### src/rtl/vga_timing_gen_pkg.sv
// Shared VGA timing constants: default 640x480@60 mode, derived totals and sync windows.
package vga_pkg;

  localparam int unsigned COORD_W = 10;

  localparam int unsigned DEF_CLK_DIV  = 4;
  localparam int unsigned DEF_SYNC_DLY = 2;

  localparam int unsigned DEF_H_DISP = 640;
  localparam int unsigned DEF_H_FP   = 16;
  localparam int unsigned DEF_H_SYNC = 96;
  localparam int unsigned DEF_H_BP   = 48;

  localparam int unsigned DEF_V_DISP = 480;
  localparam int unsigned DEF_V_FP   = 10;
  localparam int unsigned DEF_V_SYNC = 2;
  localparam int unsigned DEF_V_BP   = 33;

  localparam int unsigned H_TOTAL = DEF_H_DISP + DEF_H_FP + DEF_H_SYNC + DEF_H_BP;
  localparam int unsigned V_TOTAL = DEF_V_DISP + DEF_V_FP + DEF_V_SYNC + DEF_V_BP;

  // Sync windows are inclusive on both ends.
  localparam int unsigned H_SYNC_START = DEF_H_DISP + DEF_H_FP;
  localparam int unsigned H_SYNC_END   = DEF_H_DISP + DEF_H_FP + DEF_H_SYNC - 1;
  localparam int unsigned V_SYNC_START = DEF_V_DISP + DEF_V_FP;
  localparam int unsigned V_SYNC_END   = DEF_V_DISP + DEF_V_FP + DEF_V_SYNC - 1;

  // True while a scan count sits inside an inclusive sync window.
  function automatic logic in_window(logic [COORD_W-1:0] cnt, int unsigned lo, int unsigned hi);
    return (cnt >= COORD_W'(lo)) && (cnt <= COORD_W'(hi));
  endfunction

endpackage

### src/rtl/vga_timing_gen_if.sv
// Timing bundle fanned out from the generator to the layer renderers and the pin mux.
interface vga_timing_gen_if;
  import vga_pkg::*;

  logic               p_tick;
  logic [COORD_W-1:0] x;
  logic [COORD_W-1:0] y;
  logic               video_on;
  logic               hsync;
  logic               vsync;
  logic               hsync_d;
  logic               vsync_d;
  logic               video_on_d;
  logic               frame_start;

  modport master (
    output p_tick, x, y, video_on, hsync, vsync, hsync_d, vsync_d, video_on_d, frame_start
  );

  modport slave (
    input p_tick, x, y, video_on, hsync, vsync, hsync_d, vsync_d, video_on_d, frame_start
  );

endinterface

### src/rtl/vga_timing_gen_sync_delay_line.sv
// Fixed-latency shift register with a loadable reset value; Depth of 0 is a wire.
module sync_delay_line #(
  parameter int unsigned Width = 3,
  parameter int unsigned Depth = 2
) (
  input  logic             clk,
  input  logic             rst_n,
  input  logic [Width-1:0] rst_val,
  input  logic [Width-1:0] din,
  output logic [Width-1:0] dout
);

  // At least one stage is always declared so Depth=0 still elaborates; it is then unused.
  localparam int unsigned RegD = (Depth == 0) ? 1 : Depth;
  localparam int unsigned Last = RegD - 1;

  logic [RegD-1:0][Width-1:0] pipe_q;

  // Shift every clock; reset flushes all stages to the idle value.
  always_ff @(posedge clk) begin
    if (!rst_n) begin
      pipe_q <= {RegD{rst_val}};
    end else begin
      pipe_q[0] <= din;
      for (int i = 1; i < int'(RegD); i++) begin
        pipe_q[i] <= pipe_q[i-1];
      end
    end
  end

  assign dout = (Depth == 0) ? din : pipe_q[Last];

endmodule

### src/rtl/vga_timing_gen.sv
// VGA pixel timing: clock divider, scan counters, registered syncs and aligned delayed syncs.
module vga_timing_gen
  import vga_pkg::*;
#(
  parameter int unsigned CLK_DIV  = DEF_CLK_DIV,
  parameter int unsigned H_DISP   = DEF_H_DISP,
  parameter int unsigned H_FP     = DEF_H_FP,
  parameter int unsigned H_SYNC   = DEF_H_SYNC,
  parameter int unsigned H_BP     = DEF_H_BP,
  parameter int unsigned V_DISP   = DEF_V_DISP,
  parameter int unsigned V_FP     = DEF_V_FP,
  parameter int unsigned V_SYNC   = DEF_V_SYNC,
  parameter int unsigned V_BP     = DEF_V_BP,
  parameter int unsigned SYNC_DLY = DEF_SYNC_DLY
) (
  input logic              clk,
  input logic              rst_n,
  vga_timing_gen_if.master vga
);

  localparam int unsigned HTotal     = H_DISP + H_FP + H_SYNC + H_BP;
  localparam int unsigned VTotal     = V_DISP + V_FP + V_SYNC + V_BP;
  localparam int unsigned HSyncStart = H_DISP + H_FP;
  localparam int unsigned HSyncEnd   = H_DISP + H_FP + H_SYNC - 1;
  localparam int unsigned VSyncStart = V_DISP + V_FP;
  localparam int unsigned VSyncEnd   = V_DISP + V_FP + V_SYNC - 1;
  localparam int unsigned DivW       = (CLK_DIV > 1) ? $clog2(CLK_DIV) : 1;

  logic [DivW-1:0]    div_cnt_q, div_cnt_d;
  logic [COORD_W-1:0] h_cnt_q, h_cnt_d;
  logic [COORD_W-1:0] v_cnt_q, v_cnt_d;
  logic               hsync_q, vsync_q;
  logic               p_tick, h_wrap, v_wrap, video_on;
  logic [2:0]         dly_out;

  // Next-state for divider and scan counters; counters move only on pixel ticks.
  always_comb begin
    p_tick    = (div_cnt_q == DivW'(CLK_DIV - 1));
    h_wrap    = (h_cnt_q == COORD_W'(HTotal - 1));
    v_wrap    = (v_cnt_q == COORD_W'(VTotal - 1));
    div_cnt_d = p_tick ? '0 : div_cnt_q + DivW'(1);
    h_cnt_d   = h_cnt_q;
    v_cnt_d   = v_cnt_q;
    if (p_tick) begin
      h_cnt_d = h_wrap ? '0 : h_cnt_q + COORD_W'(1);
      if (h_wrap) begin
        v_cnt_d = v_wrap ? '0 : v_cnt_q + COORD_W'(1);
      end
    end
  end

  // State registers; syncs are decoded from the current counts so they lag by one clock.
  always_ff @(posedge clk) begin
    if (!rst_n) begin
      div_cnt_q <= '0;
      h_cnt_q   <= '0;
      v_cnt_q   <= '0;
      hsync_q   <= 1'b1;
      vsync_q   <= 1'b1;
    end else begin
      div_cnt_q <= div_cnt_d;
      h_cnt_q   <= h_cnt_d;
      v_cnt_q   <= v_cnt_d;
      hsync_q   <= ~in_window(h_cnt_q, HSyncStart, HSyncEnd);
      vsync_q   <= ~in_window(v_cnt_q, VSyncStart, VSyncEnd);
    end
  end

  assign video_on = (h_cnt_q < COORD_W'(H_DISP)) && (v_cnt_q < COORD_W'(V_DISP));

  // Matches the renderers' ROM latency; idles as syncs high, video blanked.
  sync_delay_line #(
    .Width (3),
    .Depth (SYNC_DLY)
  ) u_sync_delay_line (
    .clk     (clk),
    .rst_n   (rst_n),
    .rst_val (3'b110),
    .din     ({hsync_q, vsync_q, video_on}),
    .dout    (dly_out)
  );

  assign vga.p_tick      = p_tick;
  assign vga.x           = h_cnt_q;
  assign vga.y           = v_cnt_q;
  assign vga.video_on    = video_on;
  assign vga.hsync       = hsync_q;
  assign vga.vsync       = vsync_q;
  assign vga.hsync_d     = dly_out[2];
  assign vga.vsync_d     = dly_out[1];
  assign vga.video_on_d  = dly_out[0];
  assign vga.frame_start = p_tick && h_wrap && v_wrap;

endmodule

### src/flat_wrapper.sv
// flat-port wrapper written by rule: the top's interface ports become plain ports
module vga_timing_gen_flat import vga_pkg::*;
#(
  parameter int unsigned CLK_DIV  = DEF_CLK_DIV,
  parameter int unsigned H_DISP   = DEF_H_DISP,
  parameter int unsigned H_FP     = DEF_H_FP,
  parameter int unsigned H_SYNC   = DEF_H_SYNC,
  parameter int unsigned H_BP     = DEF_H_BP,
  parameter int unsigned V_DISP   = DEF_V_DISP,
  parameter int unsigned V_FP     = DEF_V_FP,
  parameter int unsigned V_SYNC   = DEF_V_SYNC,
  parameter int unsigned V_BP     = DEF_V_BP,
  parameter int unsigned SYNC_DLY = DEF_SYNC_DLY
)
  (clk, rst_n, vga_p_tick, vga_x, vga_y, vga_video_on, vga_hsync, vga_vsync, vga_hsync_d, vga_vsync_d, vga_video_on_d, vga_frame_start);
  vga_timing_gen_if vga_i ();
  input logic clk;
  input logic rst_n;
  output wire logic [$bits(vga_i.p_tick)-1:0] vga_p_tick;
  output wire logic [$bits(vga_i.x)-1:0] vga_x;
  output wire logic [$bits(vga_i.y)-1:0] vga_y;
  output wire logic [$bits(vga_i.video_on)-1:0] vga_video_on;
  output wire logic [$bits(vga_i.hsync)-1:0] vga_hsync;
  output wire logic [$bits(vga_i.vsync)-1:0] vga_vsync;
  output wire logic [$bits(vga_i.hsync_d)-1:0] vga_hsync_d;
  output wire logic [$bits(vga_i.vsync_d)-1:0] vga_vsync_d;
  output wire logic [$bits(vga_i.video_on_d)-1:0] vga_video_on_d;
  output wire logic [$bits(vga_i.frame_start)-1:0] vga_frame_start;
  assign vga_p_tick = vga_i.p_tick;
  assign vga_x = vga_i.x;
  assign vga_y = vga_i.y;
  assign vga_video_on = vga_i.video_on;
  assign vga_hsync = vga_i.hsync;
  assign vga_vsync = vga_i.vsync;
  assign vga_hsync_d = vga_i.hsync_d;
  assign vga_vsync_d = vga_i.vsync_d;
  assign vga_video_on_d = vga_i.video_on_d;
  assign vga_frame_start = vga_i.frame_start;
  vga_timing_gen #(.CLK_DIV(CLK_DIV), .H_DISP(H_DISP), .H_FP(H_FP), .H_SYNC(H_SYNC), .H_BP(H_BP), .V_DISP(V_DISP), .V_FP(V_FP), .V_SYNC(V_SYNC), .V_BP(V_BP), .SYNC_DLY(SYNC_DLY)) u_core (.clk(clk), .rst_n(rst_n), .vga(vga_i));
endmodule
### config.mk
export PLATFORM = sky130hd
export DESIGN_NAME = vga_timing_gen_flat
export DESIGN_NICKNAME = d
export VERILOG_FILES = /design/src/rtl/vga_timing_gen_pkg.sv /design/src/rtl/vga_timing_gen_if.sv /design/src/rtl/vga_timing_gen_sync_delay_line.sv /design/src/rtl/vga_timing_gen.sv /design/src/flat_wrapper.sv
export SDC_FILE = /design/constraint.sdc
export NUM_CORES = 1
export LEC_CHECK = 0
export CAP_MARGIN = 20
export CORE_MARGIN = 2
export CORE_UTILIZATION = 65
export DETAILED_ROUTE_END_ITERATION = 7
export DONT_BUFFER_PORTS = 1
export PLACE_DENSITY_LB_ADDON = 0.15
export SETUP_SLACK_MARGIN = 0.02
export SYNTH_ARGS = -nofsm -noshare
export SYNTH_HDL_FRONTEND = slang
export SYNTH_SLANG_ARGS = --single-unit
### constraint.sdc
create_clock -name clk -period 3.29 [get_ports clk]
set_input_delay 0.658 -clock clk [delete_from_list [all_inputs] [get_ports clk]]
set_output_delay 0.658 -clock clk [all_outputs]
set_load 0.02 [all_outputs]
==> run metrics <==
Synth Net Count around 150; RSZ-0062 raised after global routing no; Diodes inserted 0; # placed instances 168; share of cells above drive strength 1 9.396%; mean area per synthesized cell 9.371 sq um; routed len/inst 14.47 um; GPL Wtd Cong 0.9224; worst slew pin tran 0.5059 ns; antenna violations before repair 0; final hold vios 0; final net count 155; die area 0.002504 sq mm; Peak VDD IR 0.0003982 V; CTS Buf Count 5; initial drt markers 18; status completed; Final Cycle Share 88.19%; setup_tns 0 ns; most common cell after layout, fill and taps aside dfxtp_1; I/O pins 30; Period minus WS final 2.901 ns; row cnt 16; WL final 2547 um; cells after synthesis 147; Fillers 149; H-tree depth 2; sequential power share between 50% and 60%; largest net degree at the start of global routing 19; Pleak 0.5257 nW; Switching Share 21.17%; Min-Delay Path Class primary input to flip-flop; dpl hpwl 1830 um; cell taking the most area after synthesis dfxtp_1; Total Power 0.6608 mW; Gate power share 2.4%; switching pwr 0.1399 mW; post-CTS sizing 0; Buffers on Ports 0; Fmax 344.7 MHz; Ys Warns 0; Chip Width 50.04 um; grt total ovfl 0; clk_lat worst skew 0.34 ns; first-pass GRT wire length 4264 um; DRC Markers 0; Final Setup Violations 0; CTS max path bufs 2; Total GRT Usage between 20% and 30%; Post-synth EDFFs 0; clk sink count 30; Yosys reg bits 30; most frequent cells in the layout dfxtp_1 (30), nor2_1 (13), xnor2_1 (11); Crit Path Class flip-flop to output pin; Synth area leaders dfxtp_1 (44%), xnor2_1 (7.0%), ha_1 (4.5%); FF-to-FF setup slack 1.01 ns; Core ar. 0.001982 sq mm; 1st-pass router iterations 4; ys flop type dfxtp_1; normalized max-slew margin 66.23%; Vias per Instance 5.864; Async SR Flop Fraction 0%; Max Transition Viols Final 0; Clock power frac 41.0%; Req. time, crit path approximately 2.6 ns; Core Util, Final 72.54%; synth-to-layout area growth 4.360%; setup bufs post-CTS 0; Syn Std Cell Area 0.001378 sq mm; vias in the first global route 935; Crit Path Max Fanout 14; sequential area share after synthesis 43.60%; share of the synthesized area in the top cell type 43.60%; CTS tree yes; Worst Setup Start Kind flip-flop; Power Density 459.6 mW/mm^2; CP arrival about 2.2 ns; Max-Cap Viols 0; Die Height 50.04 um; clock skew between 0.01 and 0.015 ns; Final ANT Viol Nets 0; non-filler instance count after layout 176; Initial Util 69.51%; P_int around 0.52 mW; Distinct cells, synth 36; hold_buf cts 0; CTS Root Cell clkbuf_4; clk slew on worst S/H paths about 0.10 ns; Worst Setup End Kind output pin; via count 1,032
through the flow:
stage | hold WS, ns | worst slack [ns] | instance area (sq um)
after floorplan | 0.3863 | 0.8462 | 1378
after global placement | 0.3951 | 0.8124 | 1359
after detailed placement | 0.4039 | 0.7634 | 1359
after CTS | 0.3909 | 0.3846 | 1438
after global routing | 0.3836 | 0.2456 | 1438
final | 0.3953 | 0.3886 | 1438
flip-flops by register name, indices dropped and copies added, names as in the netlist:
name	count
u_core.vga.y	10
u_core.div_cnt_q	2
u_core.vga.x	10
u_core.u_sync_delay_line.pipe_q	3
u_core.vga.vsync	1
u_core.vga.hsync	1
u_core.u_sync_delay_line.dout	3
worst paths after layout:
path / to / start / cells past startpoint
worst max-delay path: vga_frame_start / u_core.vga.x[0]$_SDFFE_PN0P_ / 4
worst min-delay path: u_core.u_sync_delay_line.pipe_q[2]$_SDFF_PN1_ / rst_n / 1
worst max register to register: u_core.vga.y[7]$_SDFFE_PN0P_ / u_core.vga.x[0]$_SDFFE_PN0P_ / 5
worst min register to register: u_core.u_sync_delay_line.dout[1]$_SDFF_PN1_ / u_core.u_sync_delay_line.pipe_q[1]$_SDFF_PN1_ / 1
power by group through the flow:
stage	sequential, mW	combinational, mW	clock (mW)
final	0.374	0.0160	0.271
after CTS	0.374	0.0162	0.275
after global routing	0.375	0.0192	0.289
after global placement	0.382	0.0151	0
after detailed placement	0.382	0.0162	0
after floorplan	0.382	0.0167	0
cells in the mapped netlist (4+ instances only):
cell and n:
a21oi_1 5, and2_1 5, dfxtp_1 30, ha_1 5
inv_1 6, nand2_1 7, nand2b_1 4, nand3_1 9
nand4_1 7, nor2_1 13, o21ai_0 4, or4_1 5
xnor2_1 11
per-layer routing:
layer / GRT usage, % / up-vias / share of wire (%) / wire length (um)
met2: 34.87 / 40 / 45 / 1149
met1: 28.11 / 461 / 44 / 1128
met4: 8.333 / 0 / 1.6 / 40
met5: 0 / - / 0 / 0
met3: 10.30 / 8 / 9.0 / 230
li1: - / 523 / - / -
layout make-up:
cell class | instances | area (sq um) | share of cell area [%]
timing repair buffer | 1 | 7.507 | 0.5222
clock buffer | 8 | 78.83 | 5.483
multi-input combinational | 104 | 694.4 | 48.30
inverter | 6 | 22.52 | 1.567
sequential | 30 | 600.6 | 41.78
tap | 27 | 33.78 | 2.350
cells by family (layout without fill, tap and decap cells):
| family | Yosys count | after routing | synth area share (%) |
|---|---|---|---|
| and+or+nand+nor | 71 | 71 | 30.88 |
| AOI/OAI and AO/OA | 15 | 15 | 6.721 |
| buffers and inverters | 13 | 15 | 5.995 |
| xor gates and xnor gates | 13 | 13 | 8.265 |
| adders and majority gates | 5 | 5 | 4.541 |
| DFF | 30 | 30 | 43.60 |
critical path, stage by stage, from the launching register on:
cell and delay, ns:
dfxtp_1 0.54, ha_1 0.26, nand4_1 0.26, or3_4 0.49, nor2_1 0.34
Power figures use the tool's default switching activity.
